==> config.mk <==
export PLATFORM = sky130hd
export DESIGN_NAME = mac_post
export DESIGN_NICKNAME = d
export VERILOG_FILES = /design/src/rtl/mac_pkg.sv /design/src/rtl/mac_post_fifo.sv /design/src/rtl/mac_post.sv
export SDC_FILE = /design/constraint.sdc
export NUM_CORES = 1
export LEC_CHECK = 0
export CELL_PAD_IN_SITES_DETAIL_PLACEMENT = 0
export CELL_PAD_IN_SITES_GLOBAL_PLACEMENT = 1
export CORE_MARGIN = 2
export CORE_UTILIZATION = 44
export CTS_BUF_LIST = sky130_fd_sc_hd__clkbuf_4
export DETAILED_ROUTE_END_ITERATION = 8
export PLACE_DENSITY_LB_ADDON = 0.1
export SETUP_SLACK_MARGIN = 0.2
export SLEW_MARGIN = 20
export SYNTH_ARGS = -nofsm -noshare
export SYNTH_HDL_FRONTEND = slang
export SYNTH_SLANG_ARGS = --single-unit
export TNS_END_PERCENT = 5
==> constraint.sdc <==
create_clock -name clk -period 4.1 [get_ports clk]
set_input_delay 1.23 -clock clk [delete_from_list [all_inputs] [get_ports clk]]
set_output_delay 1.23 -clock clk [all_outputs]
set_load 0.01 [all_outputs]
==> src/rtl/mac_pkg.sv <==
// Shared constants and types for the MAC post-processing stage.
//   ACC_W / OUT_W     : accumulator and output pixel widths
//   OUT_MAX / OUT_MIN : signed saturation bounds of an output pixel
//   state_t           : window-control FSM states
package mac_pkg;

  localparam int ACC_W   = 32;
  localparam int OUT_W   = 16;
  localparam int OUT_MAX = 32767;
  localparam int OUT_MIN = -32768;

  typedef enum logic [1:0] {
    ACCUM,
    CAPTURE,
    CLEAR
  } state_t;

endpackage

==> src/rtl/mac_post_fifo.sv <==
// Small synchronous FIFO that holds finished output pixels for the layer writer.
// Ports:
//   clk, rst        : clock, asynchronous active-high reset
//   push, wr_data   : write an entry (ignored only if full with no pop)
//   pop             : remove the head entry (ignored when empty)
//   rd_data, valid  : head entry and non-empty flag, both straight from flops
//   count           : number of stored entries
module mac_post_fifo #(
  parameter int W     = mac_pkg::OUT_W,
  parameter int DEPTH = 2,
  parameter int CNT_W = $clog2(DEPTH + 1)
) (
  input  logic             clk,
  input  logic             rst,
  input  logic             push,
  input  logic [W-1:0]     wr_data,
  input  logic             pop,
  output logic [W-1:0]     rd_data,
  output logic             valid,
  output logic [CNT_W-1:0] count
);

  localparam int PTR_W = (DEPTH > 1) ? $clog2(DEPTH) : 1;

  logic [W-1:0]     mem [DEPTH];
  logic [PTR_W-1:0] wr_ptr;
  logic [PTR_W-1:0] rd_ptr;
  logic             do_push;
  logic             do_pop;

  function automatic logic [PTR_W-1:0] ptr_inc(input logic [PTR_W-1:0] p);
    return (p == PTR_W'(DEPTH - 1)) ? '0 : p + PTR_W'(1);
  endfunction

  // A pop frees the slot in the same cycle, so push-while-full is honoured
  // when it coincides with a pop.
  assign do_pop  = pop && (count != '0);
  assign do_push = push && ((count != CNT_W'(DEPTH)) || do_pop);

  // NOTE: all sequential state is written with non-blocking (<=) assignments
  // so every flop samples pre-edge values regardless of statement order.
  always_ff @(posedge clk or posedge rst) begin
    if (rst) begin
      // NOTE: the storage is reset (only DEPTH words) so the head, and thus
      // out_data, reads 0 straight out of reset.
      for (int i = 0; i < DEPTH; i++) mem[i] <= '0;
      wr_ptr <= '0;
      rd_ptr <= '0;
      count  <= '0;
    end else begin
      if (do_push) begin
        mem[wr_ptr] <= wr_data;
        wr_ptr      <= ptr_inc(wr_ptr);
      end
      if (do_pop) rd_ptr <= ptr_inc(rd_ptr);
      if (do_push && !do_pop)      count <= count + CNT_W'(1);
      else if (do_pop && !do_push) count <= count - CNT_W'(1);
    end
  end

  assign rd_data = mem[rd_ptr];
  assign valid   = (count != '0);

endmodule

==> src/rtl/mac_post.sv <==
// Downstream stage of the MAC: counts taps per output window, captures the
// finished sum, pulses a clear to the accumulator, then bias-adds, shifts,
// optionally ReLUs and saturates the result before buffering it.
// Ports:
//   clk, rst          : clock, asynchronous active-high reset
//   tap_valid/ready   : MAC accumulate strobe and this block's acceptance
//   mac_out           : signed accumulator value
//   num_taps          : taps per window, sampled on the first tap (0 means 1)
//   bias/shift/relu_en: post-processing controls, sampled in CAPTURE
//   acc_clear         : one-cycle clear request to the accumulator
//   out_data/valid/ready : buffered result stream to the layer writer
//   sat_flag          : sticky, set when any result saturated
module mac_post #(
  parameter int ACC_W = mac_pkg::ACC_W,
  parameter int OUT_W = mac_pkg::OUT_W,
  parameter int TAP_W = 8,
  parameter int DEPTH = 2
) (
  input  logic                    clk,
  input  logic                    rst,
  input  logic                    tap_valid,
  output logic                    tap_ready,
  input  logic signed [ACC_W-1:0] mac_out,
  input  logic        [TAP_W-1:0] num_taps,
  input  logic signed [ACC_W-1:0] bias,
  input  logic        [4:0]       shift,
  input  logic                    relu_en,
  output logic                    acc_clear,
  output logic signed [OUT_W-1:0] out_data,
  output logic                    out_valid,
  input  logic                    out_ready,
  output logic                    sat_flag
);

  import mac_pkg::*;

  localparam int CNT_W = $clog2(DEPTH + 1);
  localparam logic signed [ACC_W:0] SAT_HI = (ACC_W + 1)'(OUT_MAX);
  localparam logic signed [ACC_W:0] SAT_LO = (ACC_W + 1)'(OUT_MIN);

  state_t            state_q, state_d;
  logic [TAP_W-1:0]  count_q, count_d;
  logic [TAP_W-1:0]  win_len_q, win_len_d, win_len_cur;
  logic              run_q;

  logic                    s1_valid;
  logic signed [ACC_W:0]   s1_sum;
  logic        [4:0]       s1_shift;
  logic                    s1_relu;
  logic signed [ACC_W:0]   cap_sum;
  logic signed [ACC_W:0]   sh;
  logic        [OUT_W-1:0] res;
  logic                    sat_hit;

  logic [CNT_W-1:0] fifo_count;
  logic [CNT_W:0]   occ;

  // The stage-2 result register is the FIFO entry itself, so its valid is
  // already part of fifo_count. Only the registered view is used: a pop in
  // the current cycle does not free a slot until the next cycle.
  assign occ = {{CNT_W{1'b0}}, s1_valid} + {1'b0, fifo_count};

  // ---------------------------------------------------------------- FSM
  always_ff @(posedge clk or posedge rst) begin
    if (rst) begin
      state_q   <= ACCUM;
      count_q   <= '0;
      win_len_q <= TAP_W'(1);
      run_q     <= 1'b0;   // holds tap_ready low until the first edge after reset
    end else begin
      state_q   <= state_d;
      count_q   <= count_d;
      win_len_q <= win_len_d;
      run_q     <= 1'b1;
    end
  end

  // NOTE: every signal written here gets a default first, so no path leaves
  // one unassigned and no latch is inferred.
  always_comb begin
    state_d     = state_q;
    count_d     = count_q;
    win_len_d   = win_len_q;
    tap_ready   = 1'b0;
    acc_clear   = 1'b0;
    // On the first tap the window length comes straight from num_taps.
    win_len_cur = (count_q != '0)      ? win_len_q :
                  (num_taps == '0)     ? TAP_W'(1) : num_taps;
    unique case (state_q)
      ACCUM: begin
        // A new window may only start if its result is sure to have a slot.
        tap_ready = run_q && !((count_q == '0) && (occ >= (CNT_W + 1)'(DEPTH)));
        if (tap_valid && tap_ready) begin
          win_len_d = win_len_cur;
          if (count_q == win_len_cur - TAP_W'(1)) begin
            state_d = CAPTURE;
            count_d = '0;
          end else begin
            count_d = count_q + TAP_W'(1);
          end
        end
      end
      CAPTURE: state_d = CLEAR;
      CLEAR: begin
        acc_clear = 1'b1;
        state_d   = ACCUM;
      end
      default: state_d = ACCUM;
    endcase
  end

  // ------------------------------------------------------------ stage 1
  // The accumulator is registered, so in CAPTURE mac_out already holds the
  // last tap. The add is one bit wider than the operands and cannot wrap.
  assign cap_sum = {mac_out[ACC_W-1], mac_out} + {bias[ACC_W-1], bias};

  always_ff @(posedge clk or posedge rst) begin
    if (rst) begin
      s1_valid <= 1'b0;
      s1_sum   <= '0;
      s1_shift <= '0;
      s1_relu  <= 1'b0;
    end else begin
      s1_valid <= (state_q == CAPTURE);
      if (state_q == CAPTURE) begin
        s1_sum   <= cap_sum;
        s1_shift <= shift;
        s1_relu  <= relu_en;
      end
    end
  end

  // ------------------------------------------------------------ stage 2
  // ReLU is applied before saturation, so a ReLU clamp never flags.
  always_comb begin
    sh = s1_sum >>> s1_shift;
    if (s1_relu && sh[ACC_W]) sh = '0;
    res     = sh[OUT_W-1:0];
    sat_hit = 1'b0;
    if (sh > SAT_HI) begin
      res     = SAT_HI[OUT_W-1:0];
      sat_hit = 1'b1;
    end else if (sh < SAT_LO) begin
      res     = SAT_LO[OUT_W-1:0];
      sat_hit = 1'b1;
    end
  end

  always_ff @(posedge clk or posedge rst) begin
    if (rst)                       sat_flag <= 1'b0;
    else if (s1_valid && sat_hit)  sat_flag <= 1'b1;
  end

  // ------------------------------------------------------- output buffer
  mac_post_fifo #(
    .W     (OUT_W),
    .DEPTH (DEPTH),
    .CNT_W (CNT_W)
  ) u_fifo (
    .clk     (clk),
    .rst     (rst),
    .push    (s1_valid),
    .wr_data (res),
    .pop     (out_valid && out_ready),
    .rd_data (out_data),
    .valid   (out_valid),
    .count   (fifo_count)
  );

endmodule

==> flow_summary.toml <==
[setup_path]
slowest_delay_ns = 0.46
slowest_stage = "clkdlybuf4s50_1"
crit_family = "compound AO/OA/AOI/OAI gates"
critPathLaunchType = "input pin"
timing.critical_path.mode_cell = "o31ai_1"
end_kind = "register"
crit_path_max_fanout = 3
reg2reg_depth = 8
ff2ff_setup_slack_ns = 0.47
path_cells = "clkdlybuf4s50_1, ha_1, inv_1, fa_1, nand2b_1, a21o_1, a211o_1, a21oi_2, o31ai_1, o311ai_1, buf_4, o31ai_1, xor2_1, o21ai_0"
cp.arrival_ns = 4.16
worst_ep_required_time_ns = 4.50
r2r-end = "u_fifo.mem[21]"
rr_startpoint = "s1_shift[1]"
worst-path-buf-inv = 3
path_class = "input pin to register"

[sta]
rsz0062_at_grt = "true"
setup_viol = 0
period_needed_ns = 3.76
slew_headroom_pct = 35.3
finalHoldWorstSlack_ns = 0.490
layout_setup_ws_ns = 0.339
final_max_slew_viol_count = 0
hold_violations = 0
timing.fmax_mhz = 266
fin_skew_ns = 0.0233
tightest_slew_ns = 0.967
min_period_over_period_pct = 91.7

[hold_path]
holdPathEnd = "win_len_q[0]"
hp-start = "win_len_q[0]"
hold_depth = 2
hold_path.class = "register to register"

[synthesis]
syn-cell-area_um2 = 8070
synth_nets = 1017
ys_dominant_reg_cell = "dfrtp_1"
ys_types = 81
synth_top_area_share_pct = 29.5
yosys.area.top_type = "dfrtp_1"
avgSynthCellArea_um2 = 8.98
synth-async-reset-ratio_pct = 100
ys_seq_area_share_pct = 29.8
synth_edf_count = 0
ys_top_cells_by_area = "dfrtp_1, nand2_1, ha_1"
synth-seq-cells = 96
syn_inst = 898
ys_warn_count = 0

[drt]
detail_route.wl_per_cell_um = 15.3
routed_via_density = 5.53
drtIter0Drc = 325
dr.pass1.iters = 6
ant_nets = 0
num_vias = 6959
postRouteWirelength_um = 19200
route.detailed.drc = 0

[placement]
routabilityCongestion = 0.896
portBuffers = 101
dp_hpwl_um = 14600
place_inst = 1240
dpl_worst_slack_ns = -0.390

[global_route]
grt_pass1_wl_um = 33300
grt_pass1_vias = 6647
overflow = 0
antenna_found_initial = 1
grt.total_usage_pct = 20.5
grt_start_max_net_pins = 68

[clocking]
htreeDepth = 3
insertion_delay_ns = 0.48
clk_pin_slew_worst_paths_ns = 0.15
clockRootBuffer = "clkbuf_4"
cts_num_sinks = 96
cts_buffers = 9
cts_buffer_depth = 2
ctsHoldBuffers = 0
cts_tree = "built"

[floorplan]
die_h_um = 139
start_util_pct = 44.9
core_area_um2 = 18000
rows = 49
top_level_ports = 102
die_w_um = 139
die_area_um2 = 19400

[power]
p_total_w = 0.00569
vdd_drop_max_v = 0.000280
powerDensity_nw_per_um2 = 581
leakagePower_nw = 4.35

[cells_and_area]
final_layout_size_suffix_gt1_share_pct = 17.4
nFillCells = 1701
fin_cells = 1259
area_growth_pct = 21.3
nets = 1144

[flow_run]
cap_violations = 0

[status]
status = "finished clean"
## through the flow
step	area (um2)	setup TNS [ns]	util, %
finish	9790	0	54.5
floorplan	8070	0	-
global placement	9570	-2.19	53.3
detailed placement	9570	-2.12	53.3
CTS	9730	0	54.1
global route	9790	0	54.5
## power by group
group	total, W	internal [W]	leakage [nW]	switching [W]
Combinational	0.00343	0.00169	3.14	0.00174
Sequential	0.00172	0.00127	1.15	0.000456
Clock	0.000530	0.000185	0.0646	0.000345
## how the worst max path moves through the flow
stage / startpoint / slack, ns / to / cells past startpoint
CTS: count_q[1] / 0.11 / tap_ready / 7
global placement: mac_out[1] / -0.40 / s1_sum[27] / 14
global route: mac_out[0] / 0.11 / s1_sum[30] / 14
detailed placement: mac_out[6] / -0.39 / s1_sum[29] / 13
floorplan: mac_out[0] / 0.30 / s1_sum[30] / 12
finish: mac_out[0] / 0.34 / s1_sum[30] / 14
## tightest hold or removal path, delay by kind of cell, from the launching register on
family,cells,cell delay (ns)
compound gates,1,0.07
simple gates,1,0.04
flops,1,0.40
## what timing repair did
action | 4_1_cts | 5_1_grt
pin swaps | 0 | 1
endpoints found under the hold margin | 0 | 0
setup buffers | 1 | 2
setup endpoints to repair | 4 | 8
gates resized for setup | 5 | 12
## Yosys cell counts, types with 24 or more instances
library cell  instances
o21ai_0              75
a21oi_1              39
ha_1                 36
nand2_1             124
clkbuf_1             30
mux2_2               38
nor3_1               24
dfrtp_1              95
mux2i_1              42
nor2_1               76
## cells in the final DEF (no fill, tap or decap), types with 4 or more instances in the layout
cell and n:
a211o_1 5, a211oi_1 16, a211oi_2 9, a21o_1 21, a21oi_1 37, and2_1 11, and3_1 6, buf_4 67
clkbuf_4 9, clkdlybuf4s50_1 100, dfrtp_1 91, dfrtp_2 4, ha_1 36, inv_1 18, mux2_2 38, mux2i_1 42
mux4_1 5, mux4_2 15, nand2_1 124, nand2b_1 11, nand3_1 14, nand4_1 7, nor2_1 75, nor2b_1 4
nor3_1 24, nor4_1 4, o211a_1 4, o211ai_1 21, o21ai_0 74, o21bai_1 4, o31ai_1 6, or2_2 4
or3_1 8, or4_1 4, xnor2_1 21, xor2_1 18
## cell families (layout without fill, tap and decap cells)
logic type               Yosys count  count (layout)  share of synthesized area [%]
AND/OR/NAND/NOR                  313             313                           18.1
AO/OA/AOI/OAI                    234             234                           19.7
multiplexers                     104             104                           17.4
flip-flops                        96              96                           29.8
buffers and inverters             73             204                           4.67
XOR/XNOR                          40              40                           4.51
adder cells (fa/ha/maj)           37              37                           5.83
other                              1               2                         0.0465
## sequential cells by signal, summed over array words and instances, names as in the netlist
name and count:
u_fifo.mem 32, s1_sum 33, s1_shift 5, u_fifo.count 2, s1_relu 1, win_len_q 8
s1_valid 1, u_fifo.rd_ptr 1, sat_flag 1, state_q 2, count_q 8, run_q 1
u_fifo.wr_ptr 1
## cell type report
class | count | area, um2 | share of cell area, %
well taps | 229 | 287 | 2.93
clock buffers | 9 | 67.6 | 0.690
flip-flops and latches | 96 | 2410 | 24.6
inverters | 20 | 77.6 | 0.793
repair buffers | 169 | 1540 | 15.7
multi-input cells | 729 | 5340 | 54.5
diodes | 1 | 2.50 | 0.0256
clock inverters | 6 | 70.1 | 0.716
## layer usage
metal	vias to the layer above	share of wire, %	GRT usage (%)
met5	-	0	0
met2	151	45	32.1
met3	27	3.3	2.37
met4	0	1.9	6.54
met1	3240	50	29.7
li1	3541	-	-
(Power assumes the default switching activity.)
